File: src/rtl/mult_sequencer_if.sv
// Operand stream, multipli handshake and result stream
// of mult_sequencer, grouped for port use.
interface mult_sequencer_if #(
  parameter int N = 8
);
  logic           IN_VALID;
  logic           IN_READY;
  logic [N-1:0]   IN_A;
  logic [N-1:0]   IN_B;
  logic           M_START;
  logic [N-1:0]   M_A;
  logic [N-1:0]   M_B;
  logic [2*N-1:0] M_S;
  logic           M_END;
  logic           OUT_VALID;
  logic           OUT_READY;
  logic [2*N-1:0] OUT_S;
  logic           OUT_ERR;
  logic           ERR_STICKY;
  logic [15:0]    OP_COUNT;

  modport master (
    input  IN_VALID, IN_A, IN_B,
    input  M_S, M_END, OUT_READY,
    output IN_READY, M_START, M_A, M_B,
    output OUT_VALID, OUT_S, OUT_ERR,
    output ERR_STICKY, OP_COUNT
  );

  modport slave (
    output IN_VALID, IN_A, IN_B,
    output M_S, M_END, OUT_READY,
    input  IN_READY, M_START, M_A, M_B,
    input  OUT_VALID, OUT_S, OUT_ERR,
    input  ERR_STICKY, OP_COUNT
  );
endinterface

File: src/rtl/mult_sequencer.sv
// Operand FIFO, START/END sequencing and result hold
// in front of the multipli signed sequential multiplier.
module mult_sequencer #(
  parameter int N       = 8,
  parameter int DEPTH   = 4,
  parameter int TIMEOUT = 64
) (
  input  logic CLOCK,
  input  logic RESET,
  mult_sequencer_if.master bus
);
  localparam int AW = $clog2(DEPTH);
  localparam int TW = $clog2(TIMEOUT + 1);
  localparam logic [AW-1:0] PTR_ONE = AW'(1);
  localparam logic [AW:0]   CNT_ONE = (AW+1)'(1);
  localparam logic [AW:0]   CNT_FULL = (AW+1)'(DEPTH);
  localparam logic [TW-1:0] TMR_ONE = TW'(1);
  localparam logic [TW-1:0] TMR_LAST = TW'(TIMEOUT - 1);

  typedef enum logic [1:0] {
    IDLE, ISSUE, WAIT, HOLD
  } state_t;

  state_t state, state_n;

  logic [2*N-1:0] mem [DEPTH];
  logic [AW-1:0]  wr_ptr, rd_ptr;
  logic [AW:0]    count;
  logic           full, empty;
  logic           push, pop;
  logic           m_end_q, done;
  logic [TW-1:0]  timer;
  logic           expired, fire;

  assign full  = (count == CNT_FULL);
  assign empty = (count == '0);
  assign push  = bus.IN_VALID && !full;
  assign pop   = (state == IDLE) && !empty;
  assign done    = bus.M_END && !m_end_q;
  assign expired = (timer == TMR_LAST);
  assign fire    = bus.OUT_VALID && bus.OUT_READY;

  assign bus.IN_READY = !full;

  always_comb begin
    state_n = state;
    unique case (state)
      IDLE:    if (!empty) state_n = ISSUE;
      ISSUE:   state_n = WAIT;
      WAIT:    if (done || expired) state_n = HOLD;
      HOLD:    if (fire) state_n = IDLE;
      default: state_n = IDLE;
    endcase
  end

  always_ff @(posedge CLOCK) begin
    if (RESET) state <= IDLE;
    else       state <= state_n;
  end

  // Occupancy count, not pointer compare, tells full from empty.
  always_ff @(posedge CLOCK) begin
    if (RESET) begin
      wr_ptr <= '0;
      rd_ptr <= '0;
      count  <= '0;
    end else begin
      if (push) wr_ptr <= wr_ptr + PTR_ONE;
      if (pop)  rd_ptr <= rd_ptr + PTR_ONE;
      unique case ({push, pop})
        2'b10:   count <= count + CNT_ONE;
        2'b01:   count <= count - CNT_ONE;
        default: count <= count;
      endcase
    end
  end

  always_ff @(posedge CLOCK) begin
    if (push) mem[wr_ptr] <= {bus.IN_A, bus.IN_B};
  end

  always_ff @(posedge CLOCK) begin
    if (RESET) begin
      m_end_q        <= 1'b0;
      timer          <= '0;
      bus.M_START    <= 1'b0;
      bus.M_A        <= '0;
      bus.M_B        <= '0;
      bus.OUT_VALID  <= 1'b0;
      bus.OUT_S      <= '0;
      bus.OUT_ERR    <= 1'b0;
      bus.ERR_STICKY <= 1'b0;
      bus.OP_COUNT   <= '0;
    end else begin
      m_end_q     <= bus.M_END;
      bus.M_START <= pop;
      if (pop) {bus.M_A, bus.M_B} <= mem[rd_ptr];

      if (state == ISSUE)
        timer <= '0;
      else if (state == WAIT && !done && !expired)
        timer <= timer + TMR_ONE;

      // A completion in the expiry cycle still counts as success.
      if (state == WAIT && done) begin
        bus.OUT_S     <= bus.M_S;
        bus.OUT_ERR   <= 1'b0;
        bus.OUT_VALID <= 1'b1;
      end else if (state == WAIT && expired) begin
        bus.OUT_S      <= '0;
        bus.OUT_ERR    <= 1'b1;
        bus.OUT_VALID  <= 1'b1;
        bus.ERR_STICKY <= 1'b1;
      end else if (state == HOLD && fire) begin
        bus.OUT_VALID <= 1'b0;
        bus.OP_COUNT  <= bus.OP_COUNT + 16'd1;
      end
    end
  end
endmodule

File: src/flat_wrapper.sv
// flat-port wrapper written by rule: the top's interface ports become plain ports
module mult_sequencer_flat 
#(
  parameter int N       = 8,
  parameter int DEPTH   = 4,
  parameter int TIMEOUT = 64
)
  (CLOCK, RESET, bus_IN_VALID, bus_IN_A, bus_IN_B, bus_M_S, bus_M_END, bus_OUT_READY, bus_IN_READY, bus_M_START, bus_M_A, bus_M_B, bus_OUT_VALID, bus_OUT_S, bus_OUT_ERR, bus_ERR_STICKY, bus_OP_COUNT);
  mult_sequencer_if #(.N(N)) bus_i ();
  input  logic CLOCK;
  input  logic RESET;
  input wire logic [$bits(bus_i.IN_VALID)-1:0] bus_IN_VALID;
  input wire logic [$bits(bus_i.IN_A)-1:0] bus_IN_A;
  input wire logic [$bits(bus_i.IN_B)-1:0] bus_IN_B;
  input wire logic [$bits(bus_i.M_S)-1:0] bus_M_S;
  input wire logic [$bits(bus_i.M_END)-1:0] bus_M_END;
  input wire logic [$bits(bus_i.OUT_READY)-1:0] bus_OUT_READY;
  output wire logic [$bits(bus_i.IN_READY)-1:0] bus_IN_READY;
  output wire logic [$bits(bus_i.M_START)-1:0] bus_M_START;
  output wire logic [$bits(bus_i.M_A)-1:0] bus_M_A;
  output wire logic [$bits(bus_i.M_B)-1:0] bus_M_B;
  output wire logic [$bits(bus_i.OUT_VALID)-1:0] bus_OUT_VALID;
  output wire logic [$bits(bus_i.OUT_S)-1:0] bus_OUT_S;
  output wire logic [$bits(bus_i.OUT_ERR)-1:0] bus_OUT_ERR;
  output wire logic [$bits(bus_i.ERR_STICKY)-1:0] bus_ERR_STICKY;
  output wire logic [$bits(bus_i.OP_COUNT)-1:0] bus_OP_COUNT;
  assign bus_i.IN_VALID = bus_IN_VALID;
  assign bus_i.IN_A = bus_IN_A;
  assign bus_i.IN_B = bus_IN_B;
  assign bus_i.M_S = bus_M_S;
  assign bus_i.M_END = bus_M_END;
  assign bus_i.OUT_READY = bus_OUT_READY;
  assign bus_IN_READY = bus_i.IN_READY;
  assign bus_M_START = bus_i.M_START;
  assign bus_M_A = bus_i.M_A;
  assign bus_M_B = bus_i.M_B;
  assign bus_OUT_VALID = bus_i.OUT_VALID;
  assign bus_OUT_S = bus_i.OUT_S;
  assign bus_OUT_ERR = bus_i.OUT_ERR;
  assign bus_ERR_STICKY = bus_i.ERR_STICKY;
  assign bus_OP_COUNT = bus_i.OP_COUNT;
  mult_sequencer #(.N(N), .DEPTH(DEPTH), .TIMEOUT(TIMEOUT)) u_core (.CLOCK(CLOCK), .RESET(RESET), .bus(bus_i));
endmodule
File: config.mk
export PLATFORM = sky130hd
export DESIGN_NAME = mult_sequencer_flat
export DESIGN_NICKNAME = d
export VERILOG_FILES = /design/src/rtl/mult_sequencer_if.sv /design/src/rtl/mult_sequencer.sv /design/src/flat_wrapper.sv
export SDC_FILE = /design/constraint.sdc
export NUM_CORES = 1
export LEC_CHECK = 0
export CORE_ASPECT_RATIO = 2
export CORE_MARGIN = 2
export CORE_UTILIZATION = 54
export DETAILED_ROUTE_END_ITERATION = 8
export PLACE_DENSITY = 0.81
export SLEW_MARGIN = 20
export SYNTH_ARGS = -nofsm -noshare
export SYNTH_HDL_FRONTEND = slang
export SYNTH_SLANG_ARGS = --single-unit
File: constraint.sdc
create_clock -name CLOCK -period 4.54 [get_ports CLOCK]
set_clock_uncertainty 0.1 [all_clocks]
set_input_delay 0.454 -clock CLOCK [delete_from_list [all_inputs] [get_ports CLOCK]]
set_output_delay 0.454 -clock CLOCK [all_outputs]
set_load 0.03 [all_outputs]
==> run summary <==
Status = finished, final reports clean
RSZ-0062 raised after global routing = no
Total global-route track usage = 23.23%
Synthesized netlist net count = 475
Core Area = 9384 µm²
Area delta synth->final = 28.56%
Post-synthesis sequential area ratio = 62.93%
Final worst-path cycle share = 64.53%
Pre-Repair DR Iteration Count = 5
Yosys warning total = 0
Layout cells sized above 1 = 9.924%
Pint = 2.612 mW
Die area = 10,570 µm²
DR DRC count = 0
Final hold viol count = 0
Reg clk slew, reported paths = 0.06 ns
Post-synth EDFFs = 64
Highest-count cells in the layout ignoring fill and taps = clkdlybuf4s50_1, dfxtp_1, edfxtp_1
Final wirelength = 11,640 µm
DRT iter0 DRCs = 247
Max VDD drop = 0.4648 mV
Hold Crit Class = flip-flop to flip-flop
Max-cap violations = 0
Vias/cell = 5.928
Synthesized area per cell = 12.35 µm²
NumNets Final = 561
WP data required = 4.77 ns
Slew HR = 40.65%
Max Fclk = 341.3 MHz
Syn Std Cell Area = 5249 µm²
Dpl hpwl = 7901 µm
Total Power = 3.791 mW
Post-route ant nets = 0
H-tree Lvls = 4
Sequential power share = 40.6%
Die width = 73.72 µm
Crit path capture type = flip-flop
Post-CTS Setup Bufs = 0
First-pass GRT wire length = 18,290 µm
Tmin final = 2.930 ns
Clock group share of total power = 35.0%
DR WL/cell = 18.53 µm
Port bufs = 89
TritonCTS buffer count = 17
Routability congestion estimate = 0.8316
Gr ovfl total = 0
Slew Limit Fails = 0
Largest net degree at the start of global routing = 64
Finished Layout Cells = 628
Worst-margin pin slew = 0.8890 ns
Die span in y = 143.4 µm
Ant. Diodes = 0
Clk_lat worst skew = 0.42 ns
Cells after DPL = 596
Leak pwr = 2.290 nW
CP arrival = 3.16 ns
Hold slack final = 0.3717 ns
Crit-path max FO = 19
Combinational share of power = 24.4%
CTS Hold Bufs = 0
Commonest non-fill, non-tap cell in the layout = clkdlybuf4s50_1
NetSw = 1.180 mW
Setup TNS = 0 ns
Switching share of power = 31.12%
CTS max path bufs = 2
Post-Synthesis Cells = 425
Number of distinct library cells after synthesis = 45
Crit Path Class = flip-flop to flip-flop
Synth Register Bits = 133
Worst Setup Start Kind = flip-flop
PwrDens = 561.9 nW/µm²
Initial antenna violation count = 0
# rows = 50
CTS sink cnt = 133
CTS tree = built
Via count = 3,723
Ports = 90
Final setup fails = 0
Starting density of the core = 55.93%
PostCTS Resize Cnt = 0
Primary FF master, synth = dfxtp_1
CTS root buf = clkbuf_16
Utilization after layout = 71.91%
Number of global-route vias before repair = 3,691
Ys async rst share = 0%
-- final cells by class --
cell class / instances / area, µm²
Multi-Input combinational cell: 259 / 1803
Clock inverter: 15 / 152.6
Timing Repair Buffer: 90 / 895.9
Fill cell: 668 / 2636
Sequential cell: 133 / 3303
Tap cell: 104 / 130.1
Inverter: 10 / 37.54
Clock buffer: 17 / 425.4
-- critical path: stages (launching register included) --
cell and delay [ns]:
dfxtp_1 0.34, inv_1 0.11, ha_1 0.21, nand2b_1 0.37, inv_2 0.42, ha_1 0.24, inv_1 0.06, fa_1 0.37
xor2_1 0.15, or3_1 0.30, a21oi_1 0.16
-- synthesized netlist by cell type, types with 2 or more instances --
master	number	area [µm²]
dfxtp_1	69	1381
edfxtp_1	64	1922
nand2_1	49	183.9
a21oi_1	40	200.2
nor2_1	31	116.4
a22oi_1	17	127.6
mux4_2	16	360.4
clkbuf_1	13	48.80
ha_1	12	150.1
nand3_1	11	55.05
o31ai_1	10	75.07
inv_1	9	33.78
o21ai_0	9	45.04
or4_1	9	67.56
or3_1	8	50.05
and3_1	5	31.28
buf_1	5	18.77
xor2_1	5	43.79
nor3_1	4	20.02
and2_1	3	18.77
and4_1	3	26.28
buf_2	3	15.01
nand4_1	3	18.77
xnor2_1	3	26.28
buf_6	2	22.52
mux2i_1	2	20.02
nand2b_1	2	12.51
-- logic make-up (layout without fill, tap and decap cells) --
group	after synthesis	in the layout	synth area share (%)
simple gates	136	136	12.73
flops	133	133	62.93
compound gates	84	84	9.798
buf+inv	33	132	2.717
mux	18	18	7.247
fa+ha+maj	13	13	3.242
xor+xnor	8	8	1.335
-- power by group through the flow --
| stage | Combinational, mW | Clock (mW) | Sequential (mW) |
|---|---|---|---|
| 5_1_grt | 1.01 | 1.40 | 1.56 |
| 6_report | 0.923 | 1.33 | 1.54 |
| 4_1_cts | 0.936 | 1.34 | 1.54 |
| 3_5_place_dp | 0.922 | 0 | 1.56 |
| 2_1_floorplan | 0.511 | 0 | 1.64 |
| 3_3_place_gp | 0.880 | 0 | 1.55 |
-- final timing paths --
| kind | from | slack (ns) | cells after the start | end |
|---|---|---|---|---|
| worst max-delay path | u_core.state[0] | 1.61 | 10 | u_core.count[2] |
| worst min-delay path | u_core.bus.M_B[7] | 0.37 | 2 | u_core.bus.M_B[7] |
| worst max register to register | u_core.state[0] | 1.61 | 10 | u_core.count[2] |
| worst min register to register | u_core.bus.M_B[7] | 0.37 | 2 | u_core.bus.M_B[7] |
-- metal layers --
| metal | global-route usage [%] | up-vias | routed length [µm] |
|---|---|---|---|
| li1 | - | 1755 | - |
| met1 | 24.77 | 1828 | 4057 |
| met2 | 41.17 | 106 | 6663 |
| met3 | 6.311 | 34 | 434 |
| met4 | 10.91 | 0 | 479 |
| met5 | 0 | - | 0 |
-- state kept, by name, summed over array words and instances, names as in the netlist, 2 cells and up --
signal and flops:
u_core.mem 64, u_core.bus.OP_COUNT 16, u_core.bus.OUT_S 16, u_core.bus.M_A 8
u_core.bus.M_B 8, u_core.timer 7, u_core.count 3, u_core.rd_ptr 2
u_core.state 2, u_core.wr_ptr 2
-- per-stage QoR --
step                      cell area [µm²]  setup WS [ns]
after global placement               6167          1.751
after floorplan                      5249          1.929
after global routing                 6748          1.340
after detailed placement             6167          1.596
final                                6748          1.610
after CTS                            6745          1.568
(Power assumes the default switching activity.)
